File: config.mk
export PLATFORM = sky130hd
export DESIGN_NAME = serial_addsub
export DESIGN_NICKNAME = d
export VERILOG_FILES = /design/src/rtl/serial_addsub.sv
export SDC_FILE = /design/constraint.sdc
export NUM_CORES = 1
export LEC_CHECK = 0
export BUFFER_PORTS_ARGS = -buffer_cell sky130_fd_sc_hd__clkbuf_2
export CAP_MARGIN = 20
export CORE_MARGIN = 2
export CORE_UTILIZATION = 35
export DETAILED_ROUTE_END_ITERATION = 8
export GPL_TIMING_DRIVEN = 0
export PLACE_DENSITY = 0.64
export SLEW_MARGIN = 20
export SYNTH_ARGS = -nofsm -noshare
export SYNTH_HDL_FRONTEND = slang
export SYNTH_SLANG_ARGS = --single-unit
File: constraint.sdc
create_clock -name clk -period 1.4 [get_ports clk]
set_input_delay 0.28 -clock clk [delete_from_list [all_inputs] [get_ports clk]]
set_output_delay 0.28 -clock clk [all_outputs]
set_load 0.05 [all_outputs]
File: src/rtl/serial_addsub.sv
// -----------------------------------------------------------------------------
// serial_addsub
//
// Bit-serial adder/subtractor. One operand set is accepted through a
// valid/ready handshake. The operands are processed one bit per clock, LSB
// first, through a single full-adder cell. The result is then presented
// through a second valid/ready handshake.
//
// Subtraction is done as a + ~b + 1. The operand b is inverted at capture and
// the carry is seeded with 1. For subtraction, cout = 1 means no borrow.
//
// Optional feature macro: SERIAL_ADDSUB_OVF_EN
//   When defined, the ovf port and its capture logic are present. ovf is the
//   signed overflow flag: carry into the MSB XOR carry out of the MSB.
//   When undefined, the port and its registers are omitted. All other
//   behaviour is identical.
//
// Parameters
//   WIDTH      operand/result width in bits (2..32)
//
// Ports
//   clk        clock; all state updates on the rising edge
//   rst        synchronous, active-high reset
//   in_valid   operand set valid
//   in_ready   block can accept an operand set (IDLE only)
//   a, b       operands
//   sub        0 = a+b, 1 = a-b
//   out_valid  result valid (DONE only)
//   out_ready  downstream accepts the result
//   result     sum/difference modulo 2^WIDTH
//   cout       final carry out
//   ovf        signed overflow (only with SERIAL_ADDSUB_OVF_EN)
// -----------------------------------------------------------------------------
module serial_addsub #(
    parameter int unsigned WIDTH = 8
) (
    input  logic             clk,
    input  logic             rst,
    input  logic             in_valid,
    output logic             in_ready,
    input  logic [WIDTH-1:0] a,
    input  logic [WIDTH-1:0] b,
    input  logic             sub,
    output logic             out_valid,
    input  logic             out_ready,
    output logic [WIDTH-1:0] result,
    output logic             cout
`ifdef SERIAL_ADDSUB_OVF_EN
    ,
    output logic             ovf
`endif
);

    localparam int unsigned CW = $clog2(WIDTH + 1);

    typedef enum logic [1:0] {
        IDLE = 2'd0,
        RUN  = 2'd1,
        DONE = 2'd2
    } state_t;

    state_t           r_state;
    state_t           w_state_next;

    // Working registers for the serial datapath
    logic [WIDTH-1:0] r_opa;
    logic [WIDTH-1:0] r_opb;
    logic [WIDTH-1:0] r_sum;
    logic             r_carry;
    logic [CW-1:0]    r_count;

    // Presented outputs. They are kept separate from the shift register so
    // that they hold their last values while a new operation runs.
    logic [WIDTH-1:0] r_result;
    logic             r_cout;

`ifdef SERIAL_ADDSUB_OVF_EN
    logic             r_ovf_pend;
    logic             r_ovf;
`endif

    // Control strobes decoded by the FSM
    logic             w_accept;
    logic             w_shift;
    logic             w_finish;

    // Full-adder cell
    logic             w_sum_bit;
    logic             w_carry_next;
    logic             w_last_bit;

    assign w_sum_bit    = r_opa[0] ^ r_opb[0] ^ r_carry;
    assign w_carry_next = (r_opa[0] & r_opb[0]) |
                          (r_opa[0] & r_carry)  |
                          (r_opb[0] & r_carry);
    assign w_last_bit   = (r_count == CW'(WIDTH - 1));

    // -------------------------------------------------------------------------
    // FSM state register
    // -------------------------------------------------------------------------
    always_ff @(posedge clk) begin
        if (rst) begin
            r_state <= IDLE;
        end else begin
            r_state <= w_state_next;
        end
    end

    // -------------------------------------------------------------------------
    // FSM next-state and decoded outputs
    //
    // RUN processes one bit per cycle while the counter is below WIDTH. The
    // cycle in which the counter reads WIDTH copies the finished word into
    // the output registers and moves to DONE. This gives a fixed latency of
    // WIDTH+1 edges from the accepting edge to out_valid.
    // -------------------------------------------------------------------------
    always_comb begin
        w_state_next = r_state;
        in_ready     = 1'b0;
        out_valid    = 1'b0;
        w_accept     = 1'b0;
        w_shift      = 1'b0;
        w_finish     = 1'b0;

        case (r_state)
            IDLE: begin
                in_ready = 1'b1;
                if (in_valid) begin
                    w_accept     = 1'b1;
                    w_state_next = RUN;
                end
            end

            RUN: begin
                if (r_count == CW'(WIDTH)) begin
                    w_finish     = 1'b1;
                    w_state_next = DONE;
                end else begin
                    w_shift = 1'b1;
                end
            end

            DONE: begin
                out_valid = 1'b1;
                if (out_ready) begin
                    w_state_next = IDLE;
                end
            end

            default: begin
                w_state_next = IDLE;
            end
        endcase
    end

    // -------------------------------------------------------------------------
    // Serial datapath
    // -------------------------------------------------------------------------
    always_ff @(posedge clk) begin
        if (rst) begin
            r_opa    <= '0;
            r_opb    <= '0;
            r_sum    <= '0;
            r_carry  <= 1'b0;
            r_count  <= '0;
            r_result <= '0;
            r_cout   <= 1'b0;
        end else begin
            if (w_accept) begin
                r_opa   <= a;
                r_opb   <= b ^ {WIDTH{sub}};
                r_carry <= sub;
                r_count <= '0;
            end

            if (w_shift) begin
                r_sum   <= {w_sum_bit, r_sum[WIDTH-1:1]};
                r_opa   <= r_opa >> 1;
                r_opb   <= r_opb >> 1;
                r_carry <= w_carry_next;
                r_count <= r_count + CW'(1);
            end

            if (w_finish) begin
                r_result <= r_sum;
                r_cout   <= r_carry;
            end
        end
    end

`ifdef SERIAL_ADDSUB_OVF_EN
    // On the MSB cycle, r_carry is the carry into the MSB and w_carry_next is
    // the carry out of it. The flag is staged and then published together
    // with the result.
    always_ff @(posedge clk) begin
        if (rst) begin
            r_ovf_pend <= 1'b0;
            r_ovf      <= 1'b0;
        end else begin
            if (w_shift && w_last_bit) begin
                r_ovf_pend <= r_carry ^ w_carry_next;
            end
            if (w_finish) begin
                r_ovf <= r_ovf_pend;
            end
        end
    end

    assign ovf = r_ovf;
`endif

    assign result = r_result;
    assign cout   = r_cout;

endmodule

== Word level (Yosys, flattened, before mapping) ==
Cells that the tools add are included.

* Output and inout bits: 11
* Word-level logic and storage cells: 49
* Register bits: 40

* Multiplexer cells: 20
* Reductions and logical operators: 4
* $add $sub $neg: 1
* Eq/ne operators: 6
* Bitwise gates (word level): 8

{| class="wikitable"
|+ Operators by type and width
! cell !! count
|-
| $mux 7 || 4
|-
| $mux 1 || 10
|-
| $mux 4 || 2
|-
| $xor 8x8->8 || 1
|-
| $mux 2 || 3
|-
| $ne 2x2->1 const B || 3
|-
| $pmux 2 s3 || 1
|-
| $add 4x1->4 const B || 1
|-
| $eq 4x4->1 const B || 1
|-
| $and 1x1->1 || 3
|-
| $reduce_and 3->1 || 1
|-
| $eq 2x1->1 const B || 1
|-
| $eq 2x2->1 const B || 1
|-
| $logic_not 2->1 || 1
|-
| $or 1x1->1 || 2
|-
| $reduce_bool 2->1 || 1
|-
| $reduce_or 2->1 || 1
|-
| $xor 1x1->1 || 2
|}

== Logic depth before layout (Yosys ltp) ==
Gate-level depths: netlist (run 1).

* Depth after elaboration: 4
* Gate-level depth with buffers: 7
* Mapped depth without buffers: 5

== Least setup slack after synthesis (run 1) ==
No wires, ideal clock.

* Kind: register -> register
* From: reg r_state[1]
* To: reg r_state[1]
* Arrival time: 1.384 ns
* Required time: 1.330 ns
* Cell stages (with the launch flop): 4
* Path slack: -0.055 ns
* Path through: dfxtp_1 nor2b_1 nand2b_1 a21oi_1

* Longest elaborated chain between the ends: 3

{| class="wikitable"
|+ Ends and longest elaborated chain
! element !! RTL line !! text
|-
| start: declaration || 62 || <nowiki>state_t r_state;</nowiki>
|-
| start signal: assignment || 105 || <nowiki>r_state <= w_state_next;</nowiki>
|-
| $eq 2x1->1 (tied with other cells) || 125 || <nowiki>case (r_state)</nowiki>
|-
| $ne 2x2->1 (no line) || n/a ||
|-
| $reduce_and 3->1 (no line) || n/a ||
|}

Parallel ways exist; a longest one is shown, timed or not.
A chain may end at the register's enable or synchronous reset.

== Final worst setup path (run 1) ==
* From: reg r_count[1]
* To: reg r_count[1]

* Longest elaborated chain between the ends: 4

{| class="wikitable"
|+ Ends and longest elaborated chain
! element !! RTL line !! text
|-
| start: declaration || 70 || <nowiki>logic [CW-1:0] r_count;</nowiki>
|-
| start signal: assignment || 181 || <nowiki>r_count <= r_count + CW'(1);</nowiki>
|-
| $eq 4x4->1 || 135 || <nowiki>if (r_count == CW'(WIDTH)) begin</nowiki>
|-
| $mux 1 || 135 ||
|-
| $mux 1 || 125 ||
|-
| $mux 4 or $reduce_bool 2->1 (tied branches) || n/a ||
|}

Parallel ways exist; a longest one is shown, timed or not.

==> reports/results.md, run 1 <==
| Parameter | Value |
| --- | --- |
| Result of the run | finished, final reports clean |
| Wire length of the first global-routing pass | 7.162 mm |
| Buffers added on ports | 29 |
| Worst min path class | in -> reg |
| Power share of the sequential group | 48.1% |
| Arrival time reported for the critical path endpoint | 1.60 ns |
| Clock share of power | 39.4% |
| Sw frac | 24.94% |
| Fraction of final layout cells sized beyond drive strength 1 | 34.43% |
| Sequential area share after synthesis | 43.84% |
| Net Switching | 0.6342 mW |
| Count of maximum capacitance violations | 0 |
| Initial antenna violation count | 0 |
| CTS tree | done |
| Post-route clock period utilization | 98.61% |
| Total core area | 0.005075 mm2 |
| Synth Area per Inst | 9.043 um2 |
| Total clock buffers created by CTS | 5 |
| VDD IR-drop max | 0.5440 mV |
| Fin. Hold Viols | 0 |
| Measured slew at the worst slew-check pin | 0.6777 ns |
| Post-DP HPWL | 2.827 mm |
| Count of yosys warnings during synthesis | 0 |
| Top-area cell type share of the netlist area | 43.84% |
| Final Critical Period | 1.381 ns |
| Cell Area, Synth | 0.001827 mm2 |
| Top cells by area in the synthesized netlist | sky130_fd_sc_hd__dfxtp_1 (44%), sky130_fd_sc_hd__a21oi_1 (7.7%), sky130_fd_sc_hd__mux2i_1 (4.9%) |
| Violation count after the first detailed-route iteration | 82 |
| Clk slew on worst S/H paths | 0.08 ns |
| Relative slew slack | 54.82% |
| Final weighted congestion in routability-driven placement | 0.7480 |
| Crit path capture type | flop |
| Maximum achievable frequency | 0.7243 GHz |
| Start of the worst register-to-register path | r_count[1] |
| Clock root cell | sky130_fd_sc_hd__clkbuf_8 |
| Cell row count | 26 |
| Internal | 1.909 mW |
| H-tree depth reported by CTS | 2 |
| Worst setup slack before clock tree synthesis | -0.2070 ns |
| Power per standard cell area | 1089 mW/mm2 |
| FF-to-FF End | r_count[1] |
| Global routing usage summed across all routing layers | 15.27% |
| Max Root-Sink Buffers | 2 |
| Worst setup path start | r_count[1] |
| Horiz. Die Dim | 76.25 um |
| Vertical die dimension | 76.25 um |
| Clock tree skew after final layout | 0.005115 ns |
| Static power due to leakage | 0.8730 nW |
| Fin. max-slew vios | 0 |
| NumNets Final | 267 |
| Io pins | 32 |
| Vias in the first global route | 1,440 |
| Largest fanout on the critical path | 10 |
| Drt first pass iters | 4 |
| Sum of overflow across all layers after global routing | 0 |
| Critical Setup Path Class | reg -> reg |
| Most area-hungry cell type in the Yosys netlist | sky130_fd_sc_hd__dfxtp_1 |
| Number of cells on the worst reg-to-reg path | 6 |
| Portion of total power attributed to combinational logic | 12.6% |
| Die area | 0.005813 mm2 |
| Endpoint of the worst setup timing path | r_count[1] |
| Pin count of the biggest net entering global routing | 14 |
| Detailed-route DRC error count | 0 |
| Synthesized instance count | 202 |
| Total Power Consumption | 2.543 mW |
| Required arrival time at the worst endpoint | 1.62 ns |
| Antenna Violating Nets Remaining | 0 |
| Synth-to-Final Area Change | 27.88% |
| Clk Latency, worst-skew pair | 0.29 ns |
| Post-detailed-route wirelength per cell | 14.07 um |
| Min setup slack post-route | 0.01945 ns |
| Flop2flop setup slack | 0.02 ns |
| Starting Density | 36.00% |
| Net count of the mapped netlist | 226 |
| Fraction of the core area covered by cells at the end of the flow | 46.03% |
| Worst Setup Start Kind | flop |
| Setup repair after global routing missed its margin | yes |
| Detailed-route wire length | 4.417 mm |
| Total via count after detailed routing | 1,652 |
| Count of state elements after synthesis | 40 |
| Hold-fix buffers, CTS | 0 |
| Number of endpoints failing setup at the final stage | 0 |
| DR vias/cell | 5.261 |
| Antenna cells | 0 |
| Synth cell types | 36 |
| Number of clock sinks | 40 |
registers in the layout (all words and copies together), names as in the netlist:
register  count
cout          1
r_carry       1
r_count       4
r_opa         8
r_opb         8
r_state       2
r_sum         8
result        8
through the flow:
step           hold WS (ns)  setup TNS, ns  instances  cell area (um2)
4_1_cts              0.2505              0        310             2238
5_1_grt              0.2759        -0.2839        314             2336
2_1_floorplan        0.4406              0        202             1831
3_5_place_dp         0.4660         -3.197        301             2063
6_report             0.2437              0        314             2336
3_3_place_gp         0.4573         -2.958        301             2063
cell families (layout without fill, tap and decap cells):
kind of cell / after synthesis / count (layout) / synth area share [%]
AND/OR/NAND/NOR: 43 / 43 / 12.95
XOR/XNOR: 8 / 8 / 3.836
buffers and inverters: 24 / 66 / 6.712
AO/OA/AOI/OAI: 75 / 75 / 25.27
adder cells (fa/ha/maj): 3 / 3 / 2.466
multiplexers: 9 / 9 / 4.932
flip-flops: 40 / 40 / 43.84
worst min-delay path by stage:
stage                          start  slack [ns]    endpoint  cells past startpoint
final                      out_ready        0.24  r_state[1]                      3
after detailed placement    r_sum[0]        0.47   result[0]                      2
after CTS                  out_ready        0.25  r_state[1]                      3
after global routing       out_ready        0.28  r_state[1]                      3
after global placement      r_sum[0]        0.46   result[0]                      2
after floorplan           r_count[0]        0.44  r_count[0]                      1
critical path, stage by stage, from the launching register on:
cell,delay [ns]
sky130_fd_sc_hd__dfxtp_2,0.34
sky130_fd_sc_hd__inv_2,0.09
sky130_fd_sc_hd__ha_4,0.13
sky130_fd_sc_hd__nand3b_1,0.14
sky130_fd_sc_hd__buf_6,0.19
sky130_fd_sc_hd__a211o_1,0.29
sky130_fd_sc_hd__a21oi_1,0.13
routing by layer:
layer  GRT usage [%]  routed length (um)
met1           21.44                2099
met2           22.74                2072
met3           3.673                 184
met4           5.636                  61
met5               0                   0
Yosys cell counts:
library cell,instances
sky130_fd_sc_hd__dfxtp_1,40
sky130_fd_sc_hd__a21oi_1,28
sky130_fd_sc_hd__nand3_1,18
sky130_fd_sc_hd__o21ai_1,13
sky130_fd_sc_hd__o21ai_0,11
sky130_fd_sc_hd__buf_2,10
sky130_fd_sc_hd__nor3_1,10
sky130_fd_sc_hd__a211oi_1,9
sky130_fd_sc_hd__mux2i_1,9
sky130_fd_sc_hd__a32oi_1,7
sky130_fd_sc_hd__xor2_1,7
sky130_fd_sc_hd__clkbuf_1,6
sky130_fd_sc_hd__nor2_1,4
sky130_fd_sc_hd__buf_4,3
sky130_fd_sc_hd__inv_1,3
sky130_fd_sc_hd__a211o_1,2
sky130_fd_sc_hd__ha_1,2
sky130_fd_sc_hd__nand2b_1,2
sky130_fd_sc_hd__a2111oi_2,1
sky130_fd_sc_hd__a311oi_2,1
sky130_fd_sc_hd__a41oi_1,1
sky130_fd_sc_hd__and2b_1,1
sky130_fd_sc_hd__and3b_1,1
sky130_fd_sc_hd__and4b_1,1
sky130_fd_sc_hd__buf_6,1
sky130_fd_sc_hd__clkbuf_2,1
sky130_fd_sc_hd__fa_1,1
sky130_fd_sc_hd__nand2_1,1
sky130_fd_sc_hd__nand2_2,1
sky130_fd_sc_hd__nand3b_1,1
sky130_fd_sc_hd__nand4_1,1
sky130_fd_sc_hd__nor2b_1,1
sky130_fd_sc_hd__nor3b_2,1
sky130_fd_sc_hd__o21bai_1,1
sky130_fd_sc_hd__o311ai_1,1
sky130_fd_sc_hd__xnor2_1,1
power by group through the flow:
stage	registers, mW	logic (mW)	clock network, mW
after global routing	1.23	0.357	1.07
final	1.22	0.320	1.00
after CTS	1.22	0.290	1.02
after detailed placement	1.25	0.279	0
after floorplan	1.24	0.203	0
after global placement	1.24	0.276	0
cells in the final DEF (no fill, tap or decap), drive strengths merged, types with 2 or more instances in the layout:
cell type  instances
nand3             18
mux2i              9
nand2              2
xor2               7
a32oi              7
o21ai             24
nor2               4
nand2b             2
inv                3
a211oi             9
a211o              2
nor3              10
buf               19
clkbuf            42
a21oi             28
ha                 2
dfxtp             40
timing repair:
action / 4_1_cts / 5_1_grt
setup endpoints to repair: 33 / 37
setup buffers: 1 / 4
pin swaps: 0 / 1
gates resized for setup: 22 / 17
cell type report:
type	count	area, um2
Buffer	21	147.6
Clock buffer	6	82.58
Clock inverter	2	38.79
Fill cell	518	2739
Inverter	3	11.26
Multi-Input combinational cell	138	977.2
Sequential cell	40	805.8
Tap cell	70	87.58
Timing Repair Buffer	34	185.2
Note: power is estimated with default switching activity, not from simulation.
==> run 2, diff against run 1 <==
REMOVE_ABC_BUFFERS = 1   (was default)
TNS_END_PERCENT = 100   (was default)
==> run 2 against run 1 <==
  * Final area is 3.7% higher
  * Combinational power up 10%
  * Power fell by 1.5%
  * Die area unchanged
  * Clock-buffer cell count did not move
  * Final cell count shrank 0.64%
  * Global-route usage up 0.61 points
  * Largest power group unchanged
  * Worst hold slack better by 0.0019 ns
  * Non-clock buffer count decreased by 6
==> reports/results.md, run 2 (synthesized netlist as in run 1, its figures left out) <==
| Parameter | Value |
| --- | --- |
| Critical Setup Path Class | reg -> reg |
| Highest routed metal layer | met4 |
| Number of endpoints failing setup at the final stage | 0 |
| Max Root-Sink Buffers | 2 |
| Arrival time reported for the critical path endpoint | 1.53 ns |
| Clock root cell | sky130_fd_sc_hd__clkbuf_8 |
| Detailed-route DRC error count | 0 |
| Fin. max-slew vios | 0 |
| Power per standard cell area | 1035 mW/mm2 |
| Commonest non-fill, non-tap cell in the layout | sky130_fd_sc_hd__dfxtp_1 |
| Crit path capture type | flop |
| Sum of overflow across all layers after global routing | 0 |
| Initial antenna violation count | 0 |
| Total Power Consumption | 2.506 mW |
| Crit-path slowest cell | sky130_fd_sc_hd__dfxtp_4 |
| Vias in the first global route | 1,583 |
| Fin Setup TNS | 0 ns |
| Global routing usage summed across all routing layers | 15.88% |
| Vertical die dimension | 76.25 um |
| Clk Latency, worst-skew pair | 0.30 ns |
| Io pins | 32 |
| Commonest cells after routing, fill and taps aside | sky130_fd_sc_hd__dfxtp_1 (36), sky130_fd_sc_hd__clkbuf_2 (30), sky130_fd_sc_hd__a21oi_1 (27), sky130_fd_sc_hd__nand3_1 (17), sky130_fd_sc_hd__buf_4 (13) |
| Dominant delay contributor by cell family on the critical path | buffers and inverters |
| Pin count of the biggest net entering global routing | 41 |
| Total core area | 0.005075 mm2 |
| Ordered cell list for the critical path | inv_4, ha_4, nand3b_1, buf_8, buf_12, o21ai_2, a21oi_1 |
| CTS tree | done |
| Total via count after detailed routing | 1,703 |
| Area taken by flip-flops and latches | 813.3 um2 |
| Fraction of final layout cells sized beyond drive strength 1 | 38.02% |
| Clk slew on worst S/H paths | 0.08 ns |
| Setup repair after global routing missed its margin | yes |
| Fin. Hold Viols | 0 |
| Amount of wire on met2 after detailed routing | 2.219 mm |
| Count of maximum capacitance violations | 0 |
| Static power due to leakage | 0.8872 nW |
| Measured slew at the worst slew-check pin | 0.8741 ns |
| Relative slew slack | 41.73% |
| Required arrival time at the worst endpoint | 1.54 ns |
| Filler cell count in the final layout | 500 |
| Worst min path class | in -> reg |
| Sum of buffers and inverters on the critical path | 3 |
| VDD IR-drop max | 0.5215 mV |
| Final standard cell count with taps included and fillers excluded | 312 |
| Antenna cells | 0 |
| Number of cells in the design after placement | 284 |
| NumNets Final | 265 |
| DR vias/cell | 5.458 |
| Final weighted congestion in routability-driven placement | 0.6904 |
| Fraction of the core area covered by cells at the end of the flow | 47.73% |
| Post-DP HPWL | 2.334 mm |
| H-tree depth reported by CTS | 2 |
| Drt first pass iters | 4 |
| Routed wire length on met3 | 254 um |
| Number of clock sinks | 40 |
| Violation count after the first detailed-route iteration | 134 |
| Post-route clock period utilization | 99.24% |
| Area used by multi-input combinational logic | 0.001052 mm2 |
| Cell row count | 26 |
| Result of the run | finished, final reports clean |
| Clock tree skew after final layout | 0.009904 ns |
| Post-detailed-route wirelength per cell | 14.97 um |
| Synth-to-Final Area Change | 32.60% |
| Buffers added on ports | 31 |
| Maximum achievable frequency | 0.7197 GHz |
| Largest fanout on the critical path | 13 |
| Final Critical Period | 1.389 ns |
| Wire length of the first global-routing pass | 7.521 mm |
| Worst Setup Start Kind | flop |
| Antenna Violating Nets Remaining | 0 |
| Maximum cell stage delay along the critical path | 0.36 ns |
| Die area | 0.005813 mm2 |
| Detailed-route wire length | 4.671 mm |
| Total clock buffers created by CTS | 5 |
| Horiz. Die Dim | 76.25 um |
| Starting Density | 36.00% |
| Length of routed wiring on met1 | 2.141 mm |
## run 2: tightest hold or removal path, stage by stage
cell	delay [ns]
sky130_fd_sc_hd__clkbuf_2	0.07
sky130_fd_sc_hd__nand2b_1	0.09
sky130_fd_sc_hd__a21oi_1	0.06
## run 2: final timing paths
kind,cells after the start,start,slack (ns),to
max,7,r_count[0],0.01,result[5]
min,3,out_ready,0.25,r_state[1]
max reg2reg,7,r_count[0],0.01,result[5]
min reg2reg,2,result[1],0.46,result[1]
## run 2: cell type report
type	instances	share of cell area (%)
sequential	40	33.57
clock inverter	2	1.446
timing repair buffer	49	14.36
multi-input combinational	142	43.44
inverter	3	0.5682
clock buffer	6	2.996
tap	70	3.616
## run 2: what timing repair did
item                                    CTS  global route
gates resized for setup                  23            23
buffers inserted                          6             9
endpoints found under the setup margin   40            38
hold buffers                              0             0
pin swaps                                 3             8
cloned                                    4             1
## run 2: per-layer routing
metal,up-vias,GRT usage (%)
met4,0,7.636
met3,5,3.791
met1,814,21.92
met5,-,0
met2,49,23.27
li1,835,-
## run 2: through the flow
step,setup slack [ns],hold slack (ns),instance area (um2)
after global placement,-0.8398,0.4492,1958
after CTS,0.006248,0.2381,2252
final,0.01060,0.2456,2422
after global routing,-0.05566,0.2583,2422
after floorplan,-0.4069,0.3479,1715
after detailed placement,-0.6847,0.4589,1994
## run 2: report_power, final
part / total [mW] / leakage (nW) / switching (mW) / internal (mW)
Sequential: 1.22 / 0.328 / 0.0364 / 1.18
Combinational: 0.353 / 0.504 / 0.190 / 0.163
Clock: 0.933 / 0.0552 / 0.404 / 0.529
Total: 2.51 / 0.887 / 0.630 / 1.88
==> run 3, diff against run 2 <==
CORE_UTILIZATION = 49   (was 35)
PLACE_DENSITY = 0.82   (was 0.64)
==> run 3 against run 2 <==
  * The run now ends with negative setup slack left
  * Power fell by 5.9%
  * Setup slack got worse by 0.075 ns
  * Critical path depth fell by 1
  * Fmax is 5.1% lower
  * Via count down 1.3%
  * Clock skew shrank 0.0050 ns
  * Sequential share of layout area grew 2.1 points
  * First-iteration DRC count grew 22%
  * Routed wire length is essentially flat
  * Non-clock buffer count down 4
  * Die area is 27% lower
  * Final area decreased by 5.8%
==> reports/results.md, run 3 (synthesized netlist as in run 1, its figures left out) <==
| Parameter | Value |
| --- | --- |
| Sum of overflow across all layers after global routing | 0 |
| Min setup slack post-route | -0.06449 ns |
| Total via count after detailed routing | 1,681 |
| Final weighted congestion in routability-driven placement | 0.8038 |
| Clock tree skew after final layout | 0.004913 ns |
| Global routing usage summed across all routing layers | 21.11% |
| Antenna Violating Nets Remaining | 0 |
| Final Critical Period | 1.464 ns |
| Initial antenna violation count | 0 |
| Result of the run | finished, violations left |
| Count of maximum capacitance violations | 0 |
| Setup repair after global routing missed its margin | yes |
| Critical Setup Path Class | reg -> reg |
| Buffers added on ports | 31 |
| Detailed-route wire length | 4.674 mm |
| Commonest cells after routing, fill and taps aside | sky130_fd_sc_hd__dfxtp_1 (36), sky130_fd_sc_hd__clkbuf_2 (30), sky130_fd_sc_hd__a21oi_1 (25), sky130_fd_sc_hd__nand3_1 (18), sky130_fd_sc_hd__o21ai_1 (14) |
| Detailed-route DRC error count | 0 |
| Violated checks | negative setup slack |
| NumNets Final | 261 |
| Fin Setup TNS | -0.2627 ns |
| CTS tree | done |
| Start of the worst register-to-register path | r_count[1] |
| Post-detailed-route wirelength per cell | 16.40 um |
| Commonest non-fill, non-tap cell in the layout | sky130_fd_sc_hd__dfxtp_1 |
| Arrival time reported for the critical path endpoint | 1.67 ns |
| Hold path start | out_ready |
| Measured slew at the worst slew-check pin | 0.9318 ns |
| Power per standard cell area | 1033 mW/mm2 |
| Post-route clock period utilization | 104.6% |
| Filler cell count in the final layout | 323 |
| Pin count of the biggest net entering global routing | 41 |
| Total core area | 0.003633 mm2 |
| VDD IR-drop max | 0.5949 mV |
| Fraction of final layout cells sized beyond drive strength 1 | 33.76% |
| Max Root-Sink Buffers | 2 |
| Cell row count | 22 |
| Clk Latency, worst-skew pair | 0.29 ns |
| Static power due to leakage | 0.8403 nW |
| Violation count after the first detailed-route iteration | 163 |
| Number of clock sinks | 40 |
| Vias in the first global route | 1,463 |
| Worst min path class | in -> reg |
| Clk slew on worst S/H paths | 0.07 ns |
| Worst setup path start | r_count[1] |
| Clock root cell | sky130_fd_sc_hd__clkbuf_8 |
| Drt first pass iters | 4 |
| DR vias/cell | 5.898 |
| Relative slew slack | 37.88% |
| Fin. Hold Viols | 0 |
| Maximum achievable frequency | 0.6828 GHz |
| Fin. max-slew vios | 0 |
| Total clock buffers created by CTS | 5 |
| Io pins | 32 |
| Horiz. Die Dim | 65.06 um |
| Wire length of the first global-routing pass | 6.872 mm |
| Required arrival time at the worst endpoint | 1.61 ns |
| Vertical die dimension | 65.06 um |
| Largest fanout on the critical path | 6 |
| Worst setup slack before clock tree synthesis | -0.7902 ns |
| Synth-to-Final Area Change | 24.93% |
| Post-DP HPWL | 2.161 mm |
| Smallest hold slack | 0.2502 ns |
| Crit path capture type | flop |
| H-tree depth reported by CTS | 2 |
| Worst Setup Start Kind | flop |
| Total Power Consumption | 2.358 mW |
| Die area | 0.004232 mm2 |
| Antenna cells | 0 |
| Hold-fix buffers, CTS | 0 |
| Flop2flop setup slack | -0.06 ns |
| Number of endpoints failing setup at the final stage | 12 |
| Fraction of the core area covered by cells at the end of the flow | 62.81% |
| Starting Density | 50.28% |
-- run 3: worst max-delay path, stage by stage, from the launching register on --
cell                       delay (ns)
sky130_fd_sc_hd__dfxtp_2         0.34
sky130_fd_sc_hd__inv_2           0.09
sky130_fd_sc_hd__ha_4            0.18
sky130_fd_sc_hd__nand3b_1        0.16
sky130_fd_sc_hd__buf_6           0.18
sky130_fd_sc_hd__a211o_1         0.31
sky130_fd_sc_hd__a21oi_2         0.11
-- run 3: worst paths after layout --
kind	endpoint	depth (start not counted)
max	r_count[1]	6
min	r_state[1]	3
max reg2reg	r_count[1]	6
min reg2reg	result[0]	2
-- run 3: routing by layer --
metal  vias to the layer above  global-route usage (%)  wire length [um]
li1                        817                       -                 -
met1                       797                   27.50              1984
met2                        63                   33.25              2327
met3                         4                   5.208               302
met4                         0                   9.115                59
met5                         -                       0                 0
-- run 3: layout make-up --
type	count	area, um2	area share (%)
multi-input cells	142	1018	44.63
flip-flops and latches	40	813.3	35.64
repair buffers	45	280.3	12.28
clock buffers	7	96.34	4.221
well taps	48	60.06	2.632
inverters	3	13.76	0.6031
-- run 3: through the flow --
stage | instance area (um2) | std cells
2_1_floorplan | 1715 | 181
3_3_place_gp | 1931 | 260
3_5_place_dp | 1948 | 261
4_1_cts | 2181 | 280
5_1_grt | 2282 | 285
6_report | 2282 | 285
-- run 3: where the power goes --
group / leakage, nW / internal (mW) / switching, mW
sequential: 0.328 / 1.18 / 0.0406
clock: 0.0503 / 0.439 / 0.377
combinational: 0.462 / 0.135 / 0.181
-- run 3: what timing repair did --
item                                    in CTS  in global routing
hold endpoints to repair                     0                  0
gates cloned                                 4                  1
endpoints found under the setup margin      40                 33
buffers inserted                             8                  4
pin swaps                                    1                  6
resized for setup                           18                 22
